`config.mk`:
```
export PLATFORM = sky130hd
export DESIGN_NAME = parity_serial_tx
export DESIGN_NICKNAME = d
export VERILOG_FILES = /design/src/rtl/parity_serial_tx.sv
export SDC_FILE = /design/constraint.sdc
export NUM_CORES = 1
export LEC_CHECK = 0
export ABC_CLOCK_PERIOD_IN_PS = 1700
export CORE_MARGIN = 5
export CORE_UTILIZATION = 50
export CTS_BUF_LIST = sky130_fd_sc_hd__clkbuf_8
export CTS_CLUSTER_SIZE = 14
export DETAILED_ROUTE_END_ITERATION = 6
export PLACE_DENSITY = 0.77
export SLEW_MARGIN = 20
export SYNTH_ARGS = -nofsm -noshare
export SYNTH_HDL_FRONTEND = slang
export SYNTH_SLANG_ARGS = --single-unit
export TNS_END_PERCENT = 1
```
`constraint.sdc`:
```
create_clock -name clk -period 1.7 [get_ports clk]
set_input_delay 0.425 -clock clk [delete_from_list [all_inputs] [get_ports clk]]
set_output_delay 0.425 -clock clk [all_outputs]
set_load 0.01 [all_outputs]
```
`src/rtl/parity_serial_tx.sv`:
```
// parity_serial_tx
//
// Serialises a DATA_W-bit word as an idle-high frame:
//   start (0), DATA_W data bits LSB first, parity bit, stop bit(s) (1).
// Each frame bit is held on tx for CLKS_PER_BIT clock cycles.
//
// Parameters:
//   DATA_W        data word width in bits (>= 1)
//   CLKS_PER_BIT  clock cycles per frame bit (>= 1)
//   ODD_PARITY    0: parity = ^din, 1: parity = ~^din
//
// Build option:
//   PARITY_TX_STOP2_EN  when defined, two stop bits are sent
//                       (STOP lasts 2*CLKS_PER_BIT cycles).
//
// Ports:
//   clk         system clock, rising edge
//   rst         synchronous active-high reset
//   din         word to transmit, sampled on acceptance
//   din_valid   upstream presents a word on din
//   din_ready   block can accept (IDLE and rst low)
//   tx          registered serial line, idle high
//   busy        high from the cycle after acceptance through the last stop cycle
//   parity_bit  registered parity of the last accepted word
//   frame_done  one-cycle pulse in the final cycle of the stop period

module parity_serial_tx #(
    parameter int unsigned DATA_W       = 9,
    parameter int unsigned CLKS_PER_BIT = 4,
    parameter bit          ODD_PARITY   = 1'b0
) (
    input  logic              clk,
    input  logic              rst,
    input  logic [DATA_W-1:0] din,
    input  logic              din_valid,
    output logic              din_ready,
    output logic              tx,
    output logic              busy,
    output logic              parity_bit,
    output logic              frame_done
);

`ifdef PARITY_TX_STOP2_EN
    localparam int unsigned StopBits = 2;
`else
    localparam int unsigned StopBits = 1;
`endif

    localparam int unsigned StopClks = StopBits * CLKS_PER_BIT;

    // The clock counter must span the longest state (STOP may be two bits long).
    localparam int unsigned ClkCntW = $clog2(StopClks) + 1;
    localparam int unsigned BitCntW = $clog2(DATA_W) + 1;

    localparam logic [ClkCntW-1:0] BitClkLast  = ClkCntW'(CLKS_PER_BIT - 1);
    localparam logic [ClkCntW-1:0] StopClkLast = ClkCntW'(StopClks - 1);
    localparam logic [BitCntW-1:0] DataBitLast = BitCntW'(DATA_W - 1);

    typedef enum logic [2:0] {
        StIdle,
        StStart,
        StData,
        StParity,
        StStop
    } state_e;

    state_e              state_q, state_d;
    logic [ClkCntW-1:0]  clk_cnt_q, clk_cnt_d;
    logic [BitCntW-1:0]  bit_cnt_q, bit_cnt_d;
    logic [DATA_W-1:0]   shift_q, shift_d;
    logic                parity_q, parity_d;
    logic                tx_q, tx_d;
    logic                accept;

    // Ready is gated by rst so that a word presented during reset is never taken.
    assign din_ready = (state_q == StIdle) && !rst;
    assign accept    = din_valid && din_ready;

    // Next-state, counter and datapath logic.
    always_comb begin
        state_d   = state_q;
        clk_cnt_d = clk_cnt_q + 1'b1;
        bit_cnt_d = bit_cnt_q;
        shift_d   = shift_q;
        parity_d  = parity_q;

        unique case (state_q)
            StIdle: begin
                clk_cnt_d = '0;
                bit_cnt_d = '0;
                if (accept) begin
                    state_d  = StStart;
                    shift_d  = din;
                    parity_d = (^din) ^ ODD_PARITY;
                end
            end

            StStart: begin
                if (clk_cnt_q == BitClkLast) begin
                    state_d   = StData;
                    clk_cnt_d = '0;
                    bit_cnt_d = '0;
                end
            end

            StData: begin
                if (clk_cnt_q == BitClkLast) begin
                    clk_cnt_d = '0;
                    // Shift at the bit boundary so shift_q[0] is always the bit on the line.
                    shift_d   = shift_q >> 1;
                    if (bit_cnt_q == DataBitLast) begin
                        state_d   = StParity;
                        bit_cnt_d = '0;
                    end else begin
                        bit_cnt_d = bit_cnt_q + 1'b1;
                    end
                end
            end

            StParity: begin
                if (clk_cnt_q == BitClkLast) begin
                    state_d   = StStop;
                    clk_cnt_d = '0;
                end
            end

            StStop: begin
                if (clk_cnt_q == StopClkLast) begin
                    state_d   = StIdle;
                    clk_cnt_d = '0;
                end
            end

            default: begin
                state_d   = StIdle;
                clk_cnt_d = '0;
                bit_cnt_d = '0;
            end
        endcase
    end

    // tx is registered from the next state so the line only moves at bit
    // boundaries and the start bit appears the cycle after acceptance.
    always_comb begin
        tx_d = 1'b1;
        unique case (state_d)
            StIdle:   tx_d = 1'b1;
            StStart:  tx_d = 1'b0;
            StData:   tx_d = shift_d[0];
            StParity: tx_d = parity_d;
            StStop:   tx_d = 1'b1;
            default:  tx_d = 1'b1;
        endcase
    end

    always_ff @(posedge clk) begin
        if (rst) begin
            state_q   <= StIdle;
            clk_cnt_q <= '0;
            bit_cnt_q <= '0;
            shift_q   <= '0;
            parity_q  <= 1'b0;
            tx_q      <= 1'b1;
        end else begin
            state_q   <= state_d;
            clk_cnt_q <= clk_cnt_d;
            bit_cnt_q <= bit_cnt_d;
            shift_q   <= shift_d;
            parity_q  <= parity_d;
            tx_q      <= tx_d;
        end
    end

    assign tx         = tx_q;
    assign parity_bit = parity_q;
    assign busy       = (state_q != StIdle);
    // Decoded from registered state only, so it cannot glitch.
    assign frame_done = (state_q == StStop) && (clk_cnt_q == StopClkLast);

endmodule

```
# --- Word level (Yosys, flattened, before mapping) ---
# Cells that the tools add are included.
word_totals:
  register_bits: 22
  inputBits: 12
  out_inout_bits: 5
  elab_cells: 53
op_classes:
  add_sub_neg: 2
  eq_ne: 12
  muxes: 17
  bitwise: 2
  reduce_logical: 13
ops:
  columns: ["op", "n"]
  rows:
  - ["$mux W3", 6]
  - ["$mux W9", 2]
  - ["$pmux W9 S2", 1]
  - ["$eq A3 B2 Y1 const B", 5]
  - ["$mux W5", 3]
  - ["$pmux W3 S5", 1]
  - ["$pmux W5 S3", 1]
  - ["$reduce_xor A9 Y1", 1]
  - ["$eq A3 B1 Y1 const B", 2]
  - ["$ne A2 B2 Y1 const B", 3]
  - ["$reduce_and A3 Y1", 2]
  - ["$add A5 B1 Y5 const B", 1]
  - ["$eq A5 B4 Y1 const B", 1]
  - ["$reduce_or A4 Y1", 1]
  - ["$add A3 B1 Y3 const B", 1]
  - ["$eq A3 B3 Y1 const B", 1]
  - ["$logic_and A1 B1 Y1", 3]
  - ["$logic_not A3 Y1", 1]
  - ["$pmux W1 S3", 1]
  - ["$reduce_bool A3 Y1", 1]
  - ["$reduce_or A3 Y1", 1]
  - ["$mux W1", 2]
  - ["$not A1 Y1", 2]
  - ["$reduce_bool A2 Y1", 1]
  - ["2 further kinds", 2]

# --- Depth between registers and ports, before layout ---
# Gate-level depths: netlist (run 1).
depth:
  depth_word: 7
  ltp_mapped: 8
  depth_no_buf: 7

# --- Worst setup path after synthesis (run 1) ---
# OpenSTA, ideal clock, no wires.
synth_timing:
  path_type: "reg-to-reg"
  startpoint: "reg clk_cnt_q[0]"
  endpoint: "reg tx_q, in the netlist tx"
  setup_ps: 114
  t_arrival_ps: 1626
  required_ps: 1586
  setup_slack_ps: -40
  path_stages_with_launch: 9
  n_path_buf: 1
  period_less_slack_ps: 1740
  path_cell_list: "dfxtp_1 -> ha_1 -> ha_1 -> and4bb_1 -> buf_6 -> and2_4 -> a221oi_4 -> nand3_2 -> a21o_1"
synth_via:
  elab_chain_len: 5
  word_cells_on_any_way: 12
  classes_between: "4 x eq/ne; 8 x mux"
synth_lines:
  columns: ["element", "line", "source"]
  rows:
  - ["start, declared", "68", "logic [ClkCntW-1:0] clk_cnt_q, clk_cnt_d;"]
  - ["start signal, assigned", "166", "clk_cnt_q <= clk_cnt_d;"]
  - ["$eq A3 B2 Y1 *", null, null]
  - ["$mux W3 (on tied branches)", null, null]
  - ["$pmux W3 S5", "87", "unique case (state_q)"]
  - ["$eq A3 B2 Y1 or $eq A3 B1 Y1 (tied branches)", "146", "unique case (state_d)"]
  - ["$pmux W1 S3 *", "146", null]
  - ["end signal, assigned", "170", "tx_q <= tx_d;"]
  - ["end, declared", "72", "logic tx_q, tx_d;"]
# Every way passes the cells marked *; elsewhere a longest branch is shown, timed or not. The select of a mux whose other input is x is not followed.
# A chain may end at the register's enable or synchronous reset.

# --- Worst setup path in the final report (run 1) ---
layout_timing:
  startpoint: "in din_valid"
  endpoint: "reg tx_q, in the netlist tx"
layout_via:
  elab_chain_len: 5
  word_cells_on_any_way: 11
  classes_between: "3 x eq/ne; 7 x mux; 1 x reduce/logical"
layout_lines:
  columns: ["element", "line", "source"]
  rows:
  - ["start, declared", "35", "input logic din_valid,"]
  - ["$logic_and A1 B1 Y1 *", "77", "assign accept = din_valid && din_ready;"]
  - ["$mux W3", "91", "if (accept) begin"]
  - ["$pmux W3 S5", "87", null]
  - ["$eq A3 B2 Y1 or $eq A3 B1 Y1 (tied branches)", "146", null]
  - ["$pmux W1 S3 *", "146", null]
# Marks and branches as above.

==> key figures, run 1 <==
Drt
  – Vias: around 1100
  – ANT nets after route: 0
  – Drt wl/cell: ~15 um
  – Detailed-route wire length: ~3 mm
  – DRT Pass-1 Iters: 4
  – First DRT Iteration DRCs: 30
  – DRC Markers: 0
  – Via/cell ratio: about 5.5

Power and ir drop
  – Final Power: around 1.1 mW
  – PD cells: ~730 nW/um^2
  – Max rail drop VDD: ~500 uV
  – Leak Pwr: 0.632 nW

STA
  – Clock skew: between 0.005 and 0.006 ns
  – RSZ-0062 raised after global routing: yes
  – Final period util: approximately 100%
  – Slew at the pin with the worst max-slew slack: about 0.35 ns
  – Final min period: about 1.7 ns
  – Setup_tns: 0 ns
  – Hold slack: 0.440 ns
  – Max-slew violation count: 0
  – Max Clk Rate: between 500 and 600 MHz
  – Rel. slew slack: approximately 76%
  – Hold Vio Cnt, Final: 0
  – Final setup fails: 0

Yosys
  – Unique masters post-synth: 33
  – Syn Nets: 145
  – Post-synthesis sequential area ratio: a little under two fifths
  – Count leader, synth: dfxtp_1
  – Ys async rst share: 0%
  – Mean Syn Cell Area: around 9.0 um^2
  – Mapped Cells: 129
  – Leading area contributor after synthesis: dfxtp_1
  – Area contributors post-synth: dfxtp_1, xnor2_1, nor2_1, a22oi_1, ha_1
  – Top post-synthesis cells by count: dfxtp_1, nor2_1, nand2_1
  – Synth Flop Type: dfxtp_1
  – Post-synth EDFFs: 0
  – Register bit total from synthesis: 22
  – Mapped cell area: 1160 um^2
  – Yosys warnings: 0
  – Yosys top cell area share: a little under two fifths

Layout
  – Antenna diodes: 0
  – Syn-to-layout area delta: 35.8%
  – Multi-input logic area: 679 um^2
  – Core Util, Final: ~71%
  – Register area: 445 um^2
  – Fin cells: roughly 190
  – Final-stage net count: between 150 and 200
  – Layout cells sized above 1: 30.1%
  – Fill count: ~170

Floorplan
  – Die W: a little under 60 um
  – Die H: about 58 um
  – IO Count: 17
  – Rows: 17
  – Core area: 2210 um^2
  – Die ar.: about 3400 um^2
  – Initial core utilization: 52.5%

Critical path
  – WP data required: around 1.9 ns
  – Worst-path fanout max: 3
  – Critical-path cell list: clkdlybuf4s50_1 > nor3b_2 > a311o_1 > nand3b_1 > nand3_2 > a21o_1
  – Crit path kind: input pin to flop
  – Worst path depth: 6
  – Slowest CP cell: clkdlybuf4s50_1
  – R2R cell count: 7
  – Worst Path Arrival: 1.86 ns
  – Crit start category: input pin
  – Max incr delay on CP: ~0.48 ns
  – CP Buf/Inv Count: 1
  – Family with the most delay on the worst path: compound AO/OA/AOI/OAI gates
  – CP Capture Type: flop

Global route
  – Gr usage total: approximately 17%
  – Global-route wire length before repair: between 4 and 5 mm
  – Initial antenna violation count: 0
  – Pin count of the biggest net entering global routing: 13
  – Vias in the first global route: roughly 1100
  – Remaining Overflow, GRT: 0

Worst hold path
  – Hold path cells: 1
  – Hold Crit Class: flop to flop

Outcome
  – Status: finished, final reports clean

CTS
  – TritonCTS buffer count: 3
  – CTS tree: done
  – Clk sink count: 22
  – Htree depth: 1
  – Root buffer cell: clkbuf_8
  – Clk slew on worst S/H paths: roughly 0.07 ns
  – Worst skew pair latency: between 0.2 and 0.3 ns
  – Clk buf depth: 2

Placement
  – Input/output buffers: 16
  – Dpl hpwl: ~2 mm
  – Inst Count DP: approximately 190
  – Placer Congestion: between 0.7 and 0.8

Flow run
  – Max-cap violations: 0
==> what timing repair did <==
item                                   in CTS  in global routing
setup endpoints to repair                   4                 10
cloned                                      0                  0
hold buffers                                0                  0
setup buffers                               1                  4
resized for setup                          13                 12
pin swaps                                   2                  6
endpoints found under the hold margin       0                  0
==> cell type report <==
type / instances / share of cell area [%]
flip-flops and latches: 22 / 28.2
clock buffers: 4 / 3.49
multi-input cells: 92 / 43.0
well taps: 28 / 2.22
repair buffers: 41 / 21.4
inverters: 7 / 1.66
==> placed cells by master, fill, tap and decap left out, types with 2 or more instances in the layout <==
cell,count
a22oi_1,8
buf_4,25
dfxtp_1,18
ha_1,2
nor3_1,3
ha_4,2
clkbuf_8,4
buf_2,2
xnor2_1,8
o21bai_1,2
a21oi_1,9
nor2_1,19
nand2b_1,2
nand2_1,9
dfxtp_2,4
inv_1,7
and3_1,2
clkdlybuf4s50_1,12
xor2_1,2
o21ai_0,2
nand3_1,2
==> flip-flops by register name (all words and copies together), names as in the netlist <==
name,flops
clk_cnt_q,3
bit_cnt_q,5
state_q,3
shift_q,9
tx,1
parity_bit,1
==> path summary, 6_finish.rpt <==
path	from	end	slack (ns)
worst max register to register	clk_cnt_q[0]	tx	0.04
worst min register to register	clk_cnt_q[0]	clk_cnt_q[0]	0.44
worst min-delay path	clk_cnt_q[0]	clk_cnt_q[0]	0.44
worst max-delay path	din_valid	tx	0.003
==> cell families after synthesis <==
| logic type | synth area share (%) |
|---|---|
| buffers and inverters | 7.75 |
| AND/OR/NAND/NOR | 21.6 |
| AO/OA/AOI/OAI | 18.2 |
| XOR/XNOR | 10.2 |
| adder cells (fa/ha/maj) | 4.31 |
| flip-flops | 37.9 |
==> routing by layer <==
| layer | wire length [um] | vias to the layer above | global-route usage [%] |
|---|---|---|---|
| met2 | 1570 | 29 | 30.2 |
| li1 | - | 511 | - |
| met5 | 0 | - | 0 |
| met1 | 1150 | 526 | 19.7 |
| met3 | 135 | 10 | 3.12 |
| met4 | 84 | 0 | 9.60 |
==> report_power, final <==
group          switching (mW)  internal [mW]  total (mW)  leakage, nW
sequential             0.0115          0.536       0.548        0.181
clock                   0.170          0.207       0.377       0.0288
combinational          0.0972          0.127       0.224        0.423
total                   0.279          0.870        1.15        0.632
==> worst register-to-register path, stage by stage (launching register included) <==
cell	delay (ns)
dfxtp_2	0.34
ha_4	0.16
ha_4	0.16
buf_6	0.12
a311o_1	0.35
nand3b_1	0.16
nand3_2	0.09
a21o_1	0.18
==> metrics by stage <==
| step | setup WS (ns) | area [um^2] |
|---|---|---|
| finish | 0.00265 | 1580 |
| global route | -0.0326 | 1580 |
| CTS | -0.0307 | 1500 |
| detailed placement | -0.422 | 1450 |
| global placement | -0.325 | 1450 |
| floorplan | 0.00148 | 1160 |
Power figures use the tool's default switching activity.
==> inputs of run 2 (changes only) <==
--- a/config.mk
+++ b/config.mk
@@ -11,7 +11,7 @@
 export CTS_BUF_LIST = sky130_fd_sc_hd__clkbuf_8
 export CTS_CLUSTER_SIZE = 14
 export DETAILED_ROUTE_END_ITERATION = 6
-export PLACE_DENSITY = 0.77
+export PLACE_DENSITY_LB_ADDON = 0.05
 export SLEW_MARGIN = 20
 export SYNTH_ARGS = -nofsm -noshare
 export SYNTH_HDL_FRONTEND = slang
==> run 2 against run 1 <==
Critical path depth rose by 1. Flip-flop and latch count did not move. Wire length fell by 21%. Clock power fell by 1%. Combinational power fell by 7%. Final area fell by 2.5%. Via count fell by 10%. Die area did not move. Non-clock buffer count fell by 5. Final cell count fell by 2.6%. Critical endpoint unchanged. Largest cell class unchanged. Highest routed layer unchanged.
==> key figures, run 2 (synthesis gave the netlist of run 1 again) <==
Critical path
  – CP Capture Type: flop (unchanged)
  – R2R cell count: 7 (unchanged)
  – Endpoint of the worst register-to-register path: tx (unchanged)
  – Crit path kind: flop to flop (was input pin to flop)
  – Crit. Startpoint: clk_cnt_q[0] (was din_valid)
  – Crit start category: flop (was input pin)
  – WP data required: 1.86 ns (about the same)
  – Worst Path Arrival: 1.82 ns (was 1.86 ns)
  – Reg-to-reg startpoint: clk_cnt_q[0] (unchanged)
  – Register-to-register path setup slack: 0.04 ns (about the same)
  – Worst-path fanout max: 5 (was 3)

Layout
  – Layout cells sized above 1: 25.5% (was 30.1%)
  – Final-stage net count: 178 (was 183)
  – Antenna diodes: 0 (unchanged)
  – Largest register FFs: 9 (unchanged)
  – Most frequent cells in the layout: nor2_1, buf_4, dfxtp_1 (was buf_4, nor2_1, dfxtp_1)
  – Syn-to-layout area delta: 32.5% (was 35.8%)
  – Top reg by flops: shift_q (unchanged)
  – Fin area: 1540 um^2 (was 1580 um^2)
  – Largest registers: shift_q: 9 flops, bit_cnt_q: 5 flops (unchanged)

STA
  – Slew at the pin with the worst max-slew slack: 0.341 ns (was 0.351 ns)
  – Hold Vio Cnt, Final: 0 (unchanged)
  – Clock skew: 0.00696 ns (was 0.00585 ns)
  – Max-slew violation count: 0 (unchanged)
  – Setup_tns: 0 ns (unchanged)
  – RSZ-0062 raised after global routing: yes (unchanged)
  – Max Clk Rate: 603 MHz (was 589 MHz)
  – Final setup fails: 0 (unchanged)
  – Final min period: 1.66 ns (was 1.70 ns)
  – Final WS setup: 0.0408 ns (was 0.00265 ns)
  – Rel. slew slack: 77.0% (was 76.3%)
  – Hold slack: 0.411 ns (was 0.440 ns)
  – Final period util: 97.6% (was 99.8%)

Worst hold path
  – Hold Crit Class: flop to flop (unchanged)
  – Hold Path End: clk_cnt_q[0] (unchanged)
  – Critical hold path startpoint: clk_cnt_q[0] (unchanged)
  – Hold path cells: 1 (unchanged)

Outcome
  – Status: finished, final reports clean (unchanged)

Drt
  – Drt wl/cell: 12.2 um (was 15.1 um)
  – Via/cell ratio: 5.10 (was 5.55)
  – DRT Pass-1 Iters: 4 (unchanged)
  – First DRT Iteration DRCs: 18 (was 30)
  – ANT nets after route: 0 (unchanged)
  – Met2 Routed Length: 1.15 mm (was 1.57 mm)
  – Metal-1 WL: 1.07 mm (was 1.15 mm)
  – Met3 routed WL: 80 um (was 135 um)
  – Vias: 964 (was 1076)
  – DR top layer: met4 (unchanged)
  – Detailed-route wire length: 2.31 mm (was 2.93 mm)
  – DRC Markers: 0 (unchanged)

Floorplan
  – Die ar.: 3390 um^2 (unchanged)
  – Rows: 17 (unchanged)
  – Die W: 58.2 um (unchanged)
  – Die H: 58.2 um (unchanged)
  – IO Count: 17 (unchanged)
  – Core area: 2210 um^2 (unchanged)
  – Initial core utilization: 52.5% (unchanged)

Power and ir drop
  – PD cells: 732 nW/um^2 (was 728 nW/um^2)
  – Switching Fraction: 23.5% (was 24.3%)
  – Leak Pwr: 0.622 nW (was 0.632 nW)
  – Comb pwr share: 18.4% (was 19.5%)
  – Switching Power: 264 uW (was 279 uW)
  – Cell Int Power: 862 uW (was 870 uW)
  – Clock share of power: 33.1% (was 32.8%)
  – Final Power: 1.13 mW (was 1.15 mW)
  – Max rail drop VDD: 495 uV (was 500 uV)
  – Flop pwr share: 48.5% (was 47.7%)

Flow run
  – Max-cap violations: 0 (unchanged)

Global route
  – Initial antenna violation count: 0 (unchanged)
  – Pin count of the biggest net entering global routing: 13 (unchanged)
  – Global-route wire length before repair: 3.91 mm (was 4.50 mm)
  – Vias in the first global route: 942 (was 1065)
  – Remaining Overflow, GRT: 0 (unchanged)
  – Gr usage total: 14.6% (was 17.3%)

Placement
  – Dpl hpwl: 1.81 mm (was 2.01 mm)
  – Placer Congestion: 0.769 (was 0.791)
  – Input/output buffers: 16 (unchanged)
  – DP Area: 1450 um^2 (unchanged)
  – Setup WS pre-CTS: -0.391 ns (was -0.422 ns)

CTS
  – Clk buf depth: 2 (unchanged)
  – Root buffer cell: clkbuf_8 (unchanged)
  – TritonCTS buffer count: 3 (unchanged)
  – Clk slew on worst S/H paths: 0.08 ns (was 0.07 ns)
  – Clk sink count: 22 (unchanged)
  – Worst skew pair latency: 0.26 ns (about the same)
  – Htree depth: 1 (unchanged)
  – CTS tree: done (unchanged)
run 2: per-layer routing:
layer  global-route usage, %  vias to the layer above
li1                        -                      503
met5                       0                        -
met1                    17.9                      450
met2                    25.5                        9
met3                    3.56                        2
met4                    3.64                        0
run 2: worst max-delay path by stage:
stage / to / slack [ns]
final: tx / 0.04
after floorplan: tx / 0.001
after detailed placement: tx / -0.39
after global placement: din_ready / -0.34
after global routing: tx / -0.04
after CTS: frame_done / -0.12
run 2: timing repair:
| action | 4_1_cts | 5_1_grt |
|---|---|---|
| buffers inserted | 0 | 0 |
| hold buffers | 0 | 0 |
| gates cloned | 0 | 0 |
| resized for setup | 6 | 12 |
| endpoints found under the setup margin | 8 | 17 |
| pin swaps | 0 | 2 |
| hold endpoints to repair | 0 | 0 |
run 2: critical path, stage by stage, from the launching register on:
cell and delay [ns]:
dfxtp_2 0.33, ha_2 0.19, ha_4 0.17, buf_4 0.13
a311o_1 0.34, nand3b_1 0.16, nand3_2 0.09, a21o_1 0.16
run 2: layout make-up:
cell class / count / area, um^2
Inverter: 7 / 26.3
Multi-Input combinational cell: 92 / 673
Clock buffer: 4 / 55.1
Fill cell: 195 / 672
Tap cell: 28 / 35.0
Sequential cell: 22 / 444
Timing Repair Buffer: 36 / 307
run 2: through the flow:
step / utilization (%) / cells
floorplan: - / 129
global placement: 65.4 / 185
detailed placement: 65.4 / 185
CTS: 68.2 / 189
global route: 69.6 / 189
finish: 69.6 / 189
run 2: power groups by stage:
stage	clock (mW)	sequential, mW	combinational, mW
finish	0.373	0.546	0.208
global route	0.407	0.549	0.227
CTS	0.378	0.546	0.206
detailed placement	0	0.558	0.207
global placement	0	0.558	0.204
floorplan	0	0.560	0.112
